[src/rtl/module_key_capture.sv]
// Keypad key capture stage.
// Turns debounced key-held levels into single press events and assembles digit
// presses into a BCD operand. Enter commits the operand, backspace drops the
// newest digit, clear discards the entry.
`timescale 1ns/1ps

module module_key_capture #(
  parameter int MAX_DIGITS     = 3,
  parameter int RELEASE_CYCLES = 4
) (
  input  logic                               clk,
  input  logic                               rst,
  input  logic [3:0]                         key_code,
  input  logic                               key_valid,
  output logic                               key_pulse,
  output logic [3:0]                         key_last,
  output logic [4*MAX_DIGITS-1:0]            operand_live,
  output logic [$clog2(MAX_DIGITS+1)-1:0]    digit_count,
  output logic [4*MAX_DIGITS-1:0]            operand_out,
  output logic                               operand_valid,
  output logic                               err_overflow
);

  localparam int W  = 4 * MAX_DIGITS;
  localparam int CW = $clog2(MAX_DIGITS + 1);
  localparam int RW = $clog2(RELEASE_CYCLES + 1);

  localparam logic [RW-1:0] REL_MAX  = RW'(RELEASE_CYCLES);
  localparam logic [CW-1:0] CNT_LAST = CW'(MAX_DIGITS - 1);
  localparam logic [CW-1:0] CNT_ONE  = CW'(1);

  localparam logic [3:0] KEY_ENTER = 4'hA;
  localparam logic [3:0] KEY_BKSP  = 4'hB;
  localparam logic [3:0] KEY_CLEAR = 4'hC;

  // Entry state: IDLE = no digits, ENTRY = partial operand, FULL = no room left.
  localparam logic [1:0] S_IDLE  = 2'd0;
  localparam logic [1:0] S_ENTRY = 2'd1;
  localparam logic [1:0] S_FULL  = 2'd2;

  logic          r_prev_valid;
  logic [RW-1:0] r_rel_cnt;
  logic [1:0]    r_state;
  logic          r_key_pulse;
  logic [3:0]    r_key_last;
  logic [W-1:0]  r_live;
  logic [CW-1:0] r_count;
  logic [W-1:0]  r_out;
  logic          r_operand_valid;
  logic          r_err_overflow;

  logic          w_accept;
  logic          w_is_digit;

  // A press counts only on a fresh rising edge after a full quiet period;
  // an edge that arrives sooner is contact bounce and is dropped.
  assign w_accept   = key_valid & ~r_prev_valid & (r_rel_cnt == REL_MAX);
  assign w_is_digit = (key_code <= 4'd9);

  // Track the previous key_valid sample and the saturating release counter.
  // NOTE: sequential state uses non-blocking assignments so every register
  // samples pre-edge values, independent of statement order.
  always_ff @(posedge clk or negedge rst) begin
    if (!rst) begin
      r_prev_valid <= 1'b0;
      r_rel_cnt    <= REL_MAX;
    end else begin
      r_prev_valid <= key_valid;
      if (key_valid)
        r_rel_cnt <= '0;
      else if (r_rel_cnt != REL_MAX)
        r_rel_cnt <= r_rel_cnt + RW'(1);
    end
  end

  // Decode accepted presses and update the operand entry FSM and strobes.
  always_ff @(posedge clk or negedge rst) begin
    if (!rst) begin
      r_state         <= S_IDLE;
      r_key_pulse     <= 1'b0;
      r_key_last      <= '0;
      r_live          <= '0;
      r_count         <= '0;
      r_out           <= '0;
      r_operand_valid <= 1'b0;
      r_err_overflow  <= 1'b0;
    end else begin
      // Strobes fall back to zero unless this edge raises them again.
      r_key_pulse     <= 1'b0;
      r_operand_valid <= 1'b0;
      r_err_overflow  <= 1'b0;

      if (w_accept) begin
        r_key_pulse <= 1'b1;
        r_key_last  <= key_code;

        if (w_is_digit) begin
          if (r_state == S_FULL) begin
            r_err_overflow <= 1'b1;
          end else begin
            r_live  <= {r_live[W-5:0], key_code};
            r_count <= r_count + CW'(1);
            r_state <= (r_count == CNT_LAST) ? S_FULL : S_ENTRY;
          end
        end else begin
          case (key_code)
            KEY_ENTER: begin
              // An empty operand is never committed.
              if (r_state != S_IDLE) begin
                r_out           <= r_live;
                r_operand_valid <= 1'b1;
                r_live          <= '0;
                r_count         <= '0;
                r_state         <= S_IDLE;
              end
            end
            KEY_BKSP: begin
              if (r_state != S_IDLE) begin
                r_live  <= r_live >> 4;
                r_count <= r_count - CW'(1);
                r_state <= (r_count == CNT_ONE) ? S_IDLE : S_ENTRY;
              end
            end
            KEY_CLEAR: begin
              r_live  <= '0;
              r_count <= '0;
              r_state <= S_IDLE;
            end
            default: begin
              // 0xD-0xF only report the press; the operand is untouched.
            end
          endcase
        end
      end
    end
  end

  assign key_pulse     = r_key_pulse;
  assign key_last      = r_key_last;
  assign operand_live  = r_live;
  assign digit_count   = r_count;
  assign operand_out   = r_out;
  assign operand_valid = r_operand_valid;
  assign err_overflow  = r_err_overflow;

endmodule

[config.mk]
export PLATFORM = sky130hd
export DESIGN_NAME = module_key_capture
export DESIGN_NICKNAME = d
export VERILOG_FILES = /design/src/rtl/module_key_capture.sv
export SDC_FILE = /design/constraint.sdc
export NUM_CORES = 1
export LEC_CHECK = 0
export CORE_UTILIZATION = 40
export CTS_CLUSTER_SIZE = 30
export DETAILED_ROUTE_END_ITERATION = 7
export PLACE_DENSITY = 0.63
export RECOVER_POWER = 100
export SYNTH_ARGS = -nofsm -noshare
export SYNTH_HDL_FRONTEND = slang
export SYNTH_SLANG_ARGS = --single-unit
[constraint.sdc]
create_clock -name clk -period 3.4 [get_ports clk]
set_input_delay 0.51 -clock clk [delete_from_list [all_inputs] [get_ports clk]]
set_output_delay 0.51 -clock clk [all_outputs]
set_load 0.005 [all_outputs]
==> metrics.txt <==
# TYPE chip_impl_metric gauge
chip_impl_info{name="status",value="finished, violations left"} 1
chip_impl_info{name="failed_checks",value="DRC, capacitance limit, slew limit"} 1
chip_impl_metric{name="worstPathArrival",unit="ns"} 2.90
chip_impl_metric{name="detailedPlacementHpwl",unit="µm"} 2620
chip_impl_metric{name="std_cell_rows",unit=""} 24
chip_impl_metric{name="cts_max_level",unit=""} 2
chip_impl_metric{name="ant_nets",unit=""} 0
chip_impl_metric{name="postLayoutCoreUtil",unit="%"} 52.8
chip_impl_info{name="cts_root_buf",value="sky130_fd_sc_hd__clkbuf_8"} 1
chip_impl_metric{name="design_area",unit="µm²"} 2350
chip_impl_metric{name="fin_worst_skew",unit="ns"} 0.00616
chip_impl_metric{name="design.portCount",unit=""} 40
chip_impl_metric{name="max-cap-violations",unit=""} 1
chip_impl_metric{name="grt_start_max_net_pins",unit=""} 40
chip_impl_info{name="setup_crit_path_kind",value="in2reg"} 1
chip_impl_metric{name="cts_num_sinks",unit=""} 39
chip_impl_metric{name="cts_hold_repair.buffers",unit=""} 0
chip_impl_metric{name="slew_headroom",unit="%"} -32.7
chip_impl_info{name="largest_family_of_logic_cells_by_synthesized_area",value="multiplexers"} 1
chip_impl_metric{name="proportion_of_power_drawn_by_the_clock_network",unit="%"} 26.6
chip_impl_metric{name="post_drt_wl_per_cell",unit="µm"} 14.6
chip_impl_metric{name="dp.cells",unit=""} 251
chip_impl_metric{name="fill_cells",unit=""} 424
chip_impl_metric{name="sw_frac_of_total",unit="%"} 28.7
chip_impl_metric{name="final_layout_size_suffix_gt1_share",unit="%"} 15.5
chip_impl_metric{name="timing.final.hold_violations",unit=""} 0
chip_impl_metric{name="fin_crit_sh",unit="%"} 80.2
chip_impl_metric{name="layout-area-overhead-vs-synth",unit="%"} 23.8
chip_impl_metric{name="worst-r2r-cell-count",unit=""} 6
chip_impl_info{name="tritoncts",value="done"} 1
chip_impl_metric{name="synth.yosys.seq_area_share",unit="%"} 51.6
chip_impl_metric{name="finalPower",unit="mW"} 1.13
chip_impl_metric{name="net-switching-power",unit="mW"} 0.323
chip_impl_metric{name="fmax",unit="MHz"} 367
chip_impl_info{name="cells_along_the_critical_path",value="dlygate4sd3_1 -> nand4b_1 -> nor4_4 -> clkbuf_1 -> mux2_2"} 1
chip_impl_metric{name="period_needed",unit="ns"} 2.73
chip_impl_metric{name="crit_fanout",unit=""} 13
chip_impl_metric{name="synth_seq_cells",unit=""} 39
chip_impl_metric{name="finalSetupTns",unit="ns"} 0
chip_impl_metric{name="synth_mux_area_share",unit="%"} 16.8
chip_impl_info{name="hold_path.class",value="reg2reg"} 1
chip_impl_metric{name="grt_pass1_vias",unit=""} 1368
chip_impl_info{name="grt_setup_unrepaired",value="no"} 1
chip_impl_metric{name="post_synthesis_compound_gate_area_fraction",unit="%"} 7.20
chip_impl_metric{name="worst_skew_pair.late_latency",unit="ns"} 0.29
chip_impl_info{name="post_synth_main_area_contributors",value="sky130_fd_sc_hd__dfrtp_1 50%, sky130_fd_sc_hd__mux2_2 11%, sky130_fd_sc_hd__nand2_1 4.6%"} 1
chip_impl_metric{name="die_width",unit="µm"} 70.8
chip_impl_metric{name="die_y",unit="µm"} 70.8
chip_impl_metric{name="post_cts.resized_instances",unit=""} 0
chip_impl_metric{name="synthesis.nets",unit=""} 175
chip_impl_metric{name="cts_bufs_inserted",unit=""} 5
chip_impl_metric{name="num_vias",unit=""} 1327
chip_impl_metric{name="postPlaceCellArea",unit="µm²"} 2300
chip_impl_metric{name="routed_via_density",unit=""} 5.12
chip_impl_metric{name="avgSynthCellArea",unit="µm²"} 11.6
chip_impl_metric{name="number_of_synthesis_warnings",unit=""} 0
chip_impl_metric{name="number_of_detailed_routing_iterations_run_before_antenna_repair",unit=""} 6
chip_impl_metric{name="globalRoute.totalOverflow",unit=""} 0
chip_impl_metric{name="power.internal",unit="mW"} 0.803
chip_impl_metric{name="port_buffers",unit=""} 39
chip_impl_info{name="most_common_cell_after_layout_fill_and_taps_aside",value="sky130_fd_sc_hd__dfrtp_1"} 1
chip_impl_metric{name="detail_route.iter0.violations",unit=""} 59
chip_impl_metric{name="num_antenna_cells",unit=""} 0
chip_impl_metric{name="synthXorXnorAreaFrac",unit="%"} 0.462
chip_impl_metric{name="syn-instance-count",unit=""} 164
chip_impl_info{name="synth_top_cell_by_area",value="sky130_fd_sc_hd__dfrtp_1"} 1
chip_impl_metric{name="setup_viols_final",unit=""} 0
chip_impl_info{name="critical_path.endpoint_type",value="flop"} 1
chip_impl_metric{name="global_route.usage.total",unit="%"} 16.6
chip_impl_metric{name="maxSlewViolCount",unit=""} 40
chip_impl_metric{name="power.leakage",unit="nW"} 1.14
chip_impl_metric{name="initial_utilization",unit="%"} 42.6
chip_impl_metric{name="detail_route.wirelength",unit="µm"} 3770
chip_impl_metric{name="post_synth_fa_ha_maj_area_fraction",unit="%"} 2.64
chip_impl_metric{name="drcViolationCount",unit=""} 2
chip_impl_metric{name="synth-simple-area-share",unit="%"} 13.3
chip_impl_metric{name="whs_path_cells",unit=""} 2
chip_impl_metric{name="design.core.area",unit="µm²"} 4440
chip_impl_metric{name="initial_antenna_violation_count",unit=""} 0
chip_impl_metric{name="clockBufferDepth",unit=""} 2
chip_impl_metric{name="grt_first_pass_wirelength",unit="µm"} 6360
chip_impl_metric{name="die_area",unit="µm²"} 5010
chip_impl_metric{name="seq_power_share",unit="%"} 51.7
chip_impl_info{name="critical-path-slowest-cell",value="sky130_fd_sc_hd__dlygate4sd3_1"} 1
chip_impl_metric{name="timing.reg2reg.setup_slack",unit="ns"} 0.86
chip_impl_metric{name="p_per_area",unit="nW/µm²"} 480
chip_impl_metric{name="tightestPinTransition",unit="ns"} 1.99
chip_impl_metric{name="multiInputGateArea",unit="µm²"} 739
chip_impl_metric{name="finish.cell_count_without_fillers",unit=""} 259
chip_impl_metric{name="yosysUniqueCellTypes",unit=""} 35
chip_impl_info{name="start_kind",value="primary input"} 1
chip_impl_metric{name="gp_congestion",unit=""} 0.860
chip_impl_metric{name="worst_path_max_stage_delay",unit="ns"} 0.62
chip_impl_metric{name="seq_area",unit="µm²"} 977
chip_impl_info{name="leading_cell_types_in_the_layout_fill_and_taps_excluded",value="38 x sky130_fd_sc_hd__dfrtp_1, 35 x sky130_fd_sc_hd__dlygate4sd3_1, 23 x sky130_fd_sc_hd__nand2_1"} 1
chip_impl_metric{name="cts.reportedPaths.clkPinSlew",unit="ns"} 0.07
chip_impl_metric{name="combPwrFrac",unit="%"} 21.7
chip_impl_metric{name="synth_top_area_share",unit="%"} 50.2
chip_impl_metric{name="synthesis.area",unit="µm²"} 1890
chip_impl_metric{name="cts.repair_timing.setup_buffer_count",unit=""} 0
chip_impl_metric{name="final_net_count",unit=""} 217
chip_impl_metric{name="vdd_ir_drop_max",unit="mV"} 0.267
chip_impl_metric{name="required",unit="ns"} 3.57
power by group through the flow:
stage | registers [mW] | logic (mW) | clock network [mW]
after detailed placement | 0.594 | 0.271 | 0
after global placement | 0.592 | 0.265 | 0
after global routing | 0.595 | 0.273 | 0.338
final | 0.582 | 0.245 | 0.299
after CTS | 0.586 | 0.273 | 0.310
after floorplan | 0.584 | 0.127 | 0
layout make-up:
type	instances	area share, %
Inverter	16	2.77
Timing Repair Buffer	44	17.7
Tap cell	52	2.77
Sequential cell	39	41.7
Clock inverter	2	0.533
Multi-Input combinational cell	100	31.5
Clock buffer	6	3.09
worst max-delay path, delay by kind of cell:
kind | cells | cell delay (ns)
mux | 1 | 0.41
buf+inv | 2 | 1.24
simple gates | 2 | 0.72
stage by stage:
stage                     hold WS [ns]  worst slack (ns)
after floorplan                  0.214              1.53
after global routing             0.510             0.536
after detailed placement         0.473             0.841
after CTS                        0.356              1.14
final                            0.479             0.672
after global placement           0.458             0.883
registers in the layout, indices dropped and copies added, names as in the netlist:
register and count:
key_last 4, key_pulse 1, operand_valid 1, err_overflow 1, operand_out 12, r_state 2
r_prev_valid 1, r_rel_cnt 3, digit_count 2, operand_live 12
layer usage:
layer / GRT usage (%) / wire length [µm] / vias to the layer above
met5: 0 / 0 / -
met4: 6.67 / 32 / 0
met3: 5.13 / 159 / 4
met2: 27.7 / 1910 / 35
met1: 20.0 / 1670 / 649
li1: - / - / 639
logic make-up (layout without fill, tap and decap cells):
| group | Yosys count | count (layout) |
|---|---|---|
| buf+inv | 25 | 68 |
| fa+ha+maj | 4 | 4 |
| flops | 39 | 39 |
| mux | 28 | 28 |
| simple gates | 45 | 45 |
| compound gates | 22 | 22 |
| xor+xnor | 1 | 1 |
worst paths after layout:
kind                                         to    startpoint
worst max-delay path             operand_out[2]     key_valid
worst min-delay path                key_last[0]   key_last[0]
worst max register to register   operand_out[2]  r_rel_cnt[0]
worst min register to register      key_last[0]   key_last[0]
max in group asynchronous          r_prev_valid           rst
min in group asynchronous       operand_live[5]           rst
synthesized netlist by cell type:
cell type / count
sky130_fd_sc_hd__a21boi_0: 1
sky130_fd_sc_hd__a21oi_1: 2
sky130_fd_sc_hd__a31oi_1: 6
sky130_fd_sc_hd__and2_1: 1
sky130_fd_sc_hd__and2b_1: 2
sky130_fd_sc_hd__buf_12: 1
sky130_fd_sc_hd__buf_2: 2
sky130_fd_sc_hd__buf_4: 1
sky130_fd_sc_hd__buf_6: 4
sky130_fd_sc_hd__clkbuf_1: 1
sky130_fd_sc_hd__dfrtp_1: 38
sky130_fd_sc_hd__dfstp_2: 1
sky130_fd_sc_hd__ha_1: 4
sky130_fd_sc_hd__inv_1: 15
sky130_fd_sc_hd__inv_6: 1
sky130_fd_sc_hd__mux2_2: 18
sky130_fd_sc_hd__mux2_4: 3
sky130_fd_sc_hd__mux2i_1: 7
sky130_fd_sc_hd__nand2_1: 23
sky130_fd_sc_hd__nand3_1: 2
sky130_fd_sc_hd__nand3_4: 1
sky130_fd_sc_hd__nand3b_1: 1
sky130_fd_sc_hd__nand4_1: 1
sky130_fd_sc_hd__nand4b_4: 1
sky130_fd_sc_hd__nor2_1: 6
sky130_fd_sc_hd__nor2b_1: 4
sky130_fd_sc_hd__nor3_1: 1
sky130_fd_sc_hd__nor4_4: 1
sky130_fd_sc_hd__o21a_1: 1
sky130_fd_sc_hd__o21ai_0: 3
sky130_fd_sc_hd__o21ai_1: 1
sky130_fd_sc_hd__o22ai_1: 7
sky130_fd_sc_hd__o311a_1: 1
sky130_fd_sc_hd__or2_0: 1
sky130_fd_sc_hd__xnor2_1: 1
No activity file was read; power rests on OpenSTA's default activity.
